## config.mk

```make
export PLATFORM = sky130hd
export DESIGN_NAME = priority_encoder
export DESIGN_NICKNAME = d
export VERILOG_FILES = /design/src/rtl/priority_encoder.sv
export SDC_FILE = /design/constraint.sdc
export NUM_CORES = 1
export LEC_CHECK = 0
export ABC_AREA = 1
export BUFFER_PORTS_ARGS = -buffer_cell sky130_fd_sc_hd__buf_2
export CORE_AREA = 10 10 62 64
export CTS_BUF_LIST = sky130_fd_sc_hd__clkbuf_16
export DETAILED_ROUTE_END_ITERATION = 10
export DIE_AREA = 0 0 72 74
export GPL_TIMING_DRIVEN = 1
export PLACE_DENSITY = 0.71
export SLEW_MARGIN = 15
export SYNTH_ARGS = -nofsm -noshare
export SYNTH_HDL_FRONTEND = slang
export SYNTH_SLANG_ARGS = --single-unit
```

## constraint.sdc

```tcl
create_clock -name clk -period 0.9 [get_ports clk]
set_input_delay 0.045 -clock clk [delete_from_list [all_inputs] [get_ports clk]]
set_output_delay 0.045 -clock clk [all_outputs]
set_load 0.02 [all_outputs]
```

## src/rtl/priority_encoder.sv

```systemverilog
// Edge-triggered 8-source interrupt priority encoder: rising edges latch into
// sticky pending bits, the lowest-index enabled pending source is granted until acked.
module priority_encoder (
    input  logic       clk,
    input  logic       rst,
    input  logic [7:0] ilines,
    input  logic       mask_wr,
    input  logic [7:0] mask_din,
    input  logic       ack,
    output logic [2:0] olines,
    output logic       int_req,
    output logic [7:0] pending
);

    typedef enum logic {IDLE, GRANT} state_t;

    state_t     state_q, state_d;
    logic [7:0] prev_q, prev_d;
    logic [7:0] pending_q, pending_d;
    logic [7:0] mask_q, mask_d;
    logic [2:0] olines_q, olines_d;
    logic       int_req_q, int_req_d;

    logic [7:0] rise;
    logic [7:0] eligible;
    logic [2:0] win_idx;

    assign rise     = ilines & ~prev_q;
    assign eligible = pending_q & mask_q;

    // Descending scan so the lowest set index is the last one written.
    always_comb begin
        win_idx = 3'd0;
        for (int i = 7; i >= 0; i--) begin
            if (eligible[i]) win_idx = 3'(i);
        end
    end

    always_comb begin
        state_d   = state_q;
        prev_d    = ilines;
        pending_d = pending_q;
        mask_d    = mask_wr ? mask_din : mask_q;
        olines_d  = olines_q;
        int_req_d = int_req_q;
        case (state_q)
            IDLE: begin
                if (eligible != 8'h00) begin
                    olines_d  = win_idx;
                    int_req_d = 1'b1;
                    state_d   = GRANT;
                end
            end
            GRANT: begin
                if (ack) begin
                    pending_d[olines_q] = 1'b0;
                    int_req_d           = 1'b0;
                    state_d             = IDLE;
                end
            end
            default: state_d = IDLE;
        endcase
        // A new edge on the acked bit re-arms it in the same cycle.
        pending_d = pending_d | rise;
    end

    always_ff @(posedge clk) begin
        if (rst) begin
            state_q   <= IDLE;
            prev_q    <= ilines;
            pending_q <= 8'h00;
            mask_q    <= 8'hFF;
            olines_q  <= 3'd0;
            int_req_q <= 1'b0;
        end else begin
            state_q   <= state_d;
            prev_q    <= prev_d;
            pending_q <= pending_d;
            mask_q    <= mask_d;
            olines_q  <= olines_d;
            int_req_q <= int_req_d;
        end
    end

    assign olines  = olines_q;
    assign int_req = int_req_q;
    assign pending = pending_q;

endmodule

```

Word-level counts from Yosys, hierarchy flattened
Index checks and enable logic that the tools add are counted.

storage, ports and cells
  bits in registers = 29
  bits of input ports = 20
  output and inout port bits = 12
  logic and storage cells = 39

cells by class
  magnitude comparators = 2
  equal/unequal tests = 2
  muxes and demuxes = 18
  bitwise operators = 7
  reductions and logical operators = 4

operator list
  operator                                                               count
  8-bit AND                                                              3
  3-bit 2-to-1 mux                                                       8
  8-bit 2-to-1 mux                                                       2
  8-bit inverter                                                         2
  8-bit bitwise OR                                                       1
  8-bit nonzero test                                                     1
  1-bit 2-to-1 mux                                                       5
  3-bit by 4-bit < comparator with 1-bit output, second input constant   1
  2-bit inequality test, second input constant                           2
  1-bit one-hot mux with 2 select lines                                  2
  2-bit AND reduction                                                    2
  1-bit demux with 3-bit select                                          1
  3-bit by 1-bit >= comparator with 1-bit output, second input constant  1
  1-bit logical AND                                                      1
  1-bit inverter                                                         1

Longest topological paths before layout
  depth after elaboration = 9
  gate-level depth with buffers = 10
  gate-level depth less buffers = 10

Least setup slack after synthesis
Ideal clock, no wire load.

  path kind = flip-flop to flip-flop
  start = register pending_q[1] (netlist: pending[1])
  end = register int_req_q (netlist: int_req)
  library setup time = 128 ps
  data arrival time = 950 ps
  data required time = 772 ps
  slack = -177 ps
  cell stages (with the launch flop) = 7
  buffers on the path = 0
  clock period less this slack = 1,077 ps
  cells stage by stage = dfxtp_1 -> nand2_2 -> nand4_4 -> nor2_2 -> nor2_2 -> a21oi_1 -> nor2_1

between the ends
  longest elaborated chain between the ends = 4

RTL lines
  item                                    RTL line  RTL
  start, declared                         19        logic [7:0] pending_q, pending_d;
  start signal, assigned                  78        pending_q <= pending_d;
  8-bit AND                               29        assign eligible = pending_q & mask_q;
  8-bit nonzero test                      48        if (eligible != 8'h00) begin
  2-bit inequality test (no source line)  -
  2-bit AND reduction (no source line)    -
  end signal, assigned                    81        int_req_q <= int_req_d;
  end, declared                           22        logic int_req_q, int_req_d;

Every way passes these cells.
A chain may end at the register's enable or synchronous reset.

Final worst setup path
  start = register pending_q[4] (netlist: pending[4])
  end = register olines_q[1] (netlist: olines[1])

between the ends
  longest elaborated chain between the ends = 6
  elaborated cells on any way between the ends = 8
  those cells by class = mux (5); bitwise (1); reduce/logical (2)

RTL lines
  item                            RTL line  RTL
  8-bit AND (*)                   29
  3-bit 2-to-1 mux (5 in series)  35        if (eligible[i]) win_idx = 3'(i);
  end signal, assigned            80        olines_q <= olines_d;
  end, declared                   21        logic [2:0] olines_q, olines_d;

Every way passes the cells marked *; elsewhere a longest branch is shown, timed or not.

==> impl_results.md <==
- Status: finished with violations
- Failing checks: negative setup slack
- H-tree depth: 2
- Initial DRC count: 34
- Final hold vios: 0
- Number of remaining DRC errors: 0
- Die area: about 5300 um^2
- First-pass GRT wire length: roughly 5.2 mm
- Antenna-violating nets left: 0
- Cts bufs inserted: 5
- Pwr dens: 1970 nW/um^2
- Clk sinks: 29
- RR Endpoint: olines[1]
- Final net count: between 200 and 250
- Setup ws final: -0.217 ns
- Max Cap Viol: 0
- Share of layout cells above drive strength 1: 0.451
- Fin crit share: 1.24
- Hold Crit Start: mask_wr
- Hold Path Depth: 3
- RSZ-0062 raised after global routing: yes
- Overall Global Routing Usage: 0.126
- Clock Latency Late Sink: between 0.2 and 0.3 ns
- Top cells by area, synth: dfxtp_1 (53%), nand2_1 (15%), inv_1 (5.1%), a21oi_1 (5.0%), nand2_2 (4.5%)
- LEAKAGE: around 0.96 nW
- Clock Power Share: 0.395
- Seq cells post-synth: 29
- Port bufs: 31
- WP data arrival: 1.28 ns
- CP max FO: 3
- Filler Cells Inserted: just over 200
- Layout area overhead: 74.9%
- Max Clock Freq: just under 900 MHz
- Initial DRT Pass Iterations: 4
- Minimum clock period: ~1.1 ns
- Post-Synthesis Cells: around 140
- Yosys warns: 0
- Final Util: 0.725
- Sw frac: 0.272
- Vias per inst: around 4.8
- Vias post-DR: between 1000 and 1500
- Relative slew slack: 0.821
- Switching pwr: slightly above 1 mW
- Global route overflow: 0
- GR Util met2: 0.214
- DP Wirelength: approximately 2.1 mm
- Top cell type by total area after synthesis: dfxtp_1
- FP Rows: 19
- Reg2reg path depth: 6
- Finish-stage setup viols: 10
- Post-DR wirelength/cell: around 13 um
- Peak VDD IR: about 1600 uV
- Mean Syn Cell Area: 7.83 um^2
- Initial Utilization: 0.414
- Setup tns final: -0.827 ns
- Unique masters post-synth: 19
- Register area: slightly above 600 um^2
- Placer Congestion: 0.909
- Hold Path End: mask_q[4]
- Met1 GRT Util: 0.121
- Least-Margin Pin Slew: 0.267 ns
- Top cells by count, synth: nand2_1 (45), dfxtp_1 (29), inv_1 (15)
- Number of synthesized flops with an enable pin: 0
- Die Wd: between 70 and 80 um
- Met3 usage: 0.0625
- Vias in the first global route: between 1000 and 1500
- Area of the multi-input gates: 543 um^2
- Worst R2R Start: pending[4]
- Max Slew Vio Count: 0
- Pin count of the biggest net entering global routing: 12
- Post-Synthesis Cell Area: roughly 1100 um^2
- CTS Buffer Depth: 2
- Top cell type's share of synthesized area: 0.526
- Fraction of registers with async set/reset: 0
- Placeable Area: 2660 um^2
- Sequential power share: 0.391
- Clock transition at path regs: 0.05 ns
- Crit end category: flip-flop
- R2R setup slack: -0.22 ns
- Main synth FF type: dfxtp_1
- Die Y: between 70 and 80 um
- # diodes: 0
- CTS tree: done
- I/O pin count: 32
- GRT busiest layer: met2
- Sequential fraction of the synthesis area: 0.526
- Most frequent cell after synthesis: nand2_1
- CTS root buf: clkbuf_16
- Synthesized Nets: ~160
- Initial antenna violation count: 0
- Req. time, crit path: about 1.1 ns
- HP Class: input port to flip-flop
- CP Launch Type: flip-flop
- Gate power share: 0.214
- Crit path kind: flip-flop to flip-flop
- Worst Skew: 0.00740 ns
- Internal power: ~2.8 mW
- Post-Route WL: 3.21 mm
## worst max-delay path by stage
stage,from,to,slack (ns)
floorplan,pending[6],olines[1],-0.12
global placement,mask_q[7],olines[0],-0.11
detailed placement,mask_q[6],olines[1],-0.15
CTS,pending[2],olines[1],-0.15
global route,pending[4],olines[1],-0.24
finish,pending[4],olines[1],-0.22
## cell usage in the layout, fill, tap and decap left out, drive strengths merged
master	netlist	final
a211oi	1	1
a21oi	12	12
buf	1	50
clkbuf	1	5
clkinv	1	2
dfxtp	29	29
dlygate4sd3	0	16
inv	16	18
nand2	53	53
nand3	9	9
nand4	2	2
nor2	6	6
o21ai	10	10
## through the flow
stage               power, mW  cell area (um^2)  setup slack (ns)  hold slack, ns  instances
finish                   3.81              1930            -0.217          0.0875        244
global route             3.99              1930            -0.245           0.103        244
CTS                      3.77              1850            -0.153          0.0904        241
detailed placement       2.09              1430            -0.147           0.164        214
global placement         2.07              1430            -0.114           0.161        214
floorplan                1.85              1150            -0.118          0.0727        141
## state kept, by name (all words and copies together) (netlist names)
signal / flops
mask_q: 8
pending: 8
prev_q: 8
olines: 3
int_req: 1
state_q: 1
## logic make-up (layout without fill, tap and decap cells)
group,after synthesis,after routing,synth area share
AO/OA/AOI/OAI,23,23,0.113
buffers and inverters,19,91,0.0657
flip-flops,29,29,0.526
AND/OR/NAND/NOR,70,70,0.295
## metal layers
layer / wire length, um / vias up
li1: - / 589
met1: 1330 / 517
met2: 1550 / 47
met3: 220 / 10
met4: 110 / 0
met5: 0 / -
## layout make-up
| cell class | count | area share |
|---|---|---|
| clock buffer | 5 | 0.0648 |
| timing repair buffer | 66 | 0.279 |
| sequential | 29 | 0.315 |
| tap | 31 | 0.0201 |
| inverter | 17 | 0.0343 |
| clock inverter | 3 | 0.00583 |
| multi-input combinational | 93 | 0.281 |
## power by group through the flow
stage | logic, mW | registers [mW] | clock network [mW]
after floorplan | 0.299 | 1.55 | 0
after global placement | 0.580 | 1.49 | 0
after detailed placement | 0.597 | 1.50 | 0
after CTS | 0.744 | 1.48 | 1.54
after global routing | 0.891 | 1.50 | 1.60
final | 0.814 | 1.49 | 1.51
## worst max-delay path, stage by stage (launching register included)
cell and delay, ns:
dfxtp_4 0.36, nand2_4 0.07, nand4_4 0.14, o21ai_4 0.20
nand2_1 0.07, o21ai_1 0.10, nor2_1 0.06
## timing repair
item                                    in CTS  in global routing
gates resized for setup                     40                 18
endpoints found under the setup margin      19                 22
hold buffers                                16                  0
hold endpoints to repair                    16                  0
pin swaps                                    6                  4
setup buffers                                3                  4
(Power assumes the default switching activity.)
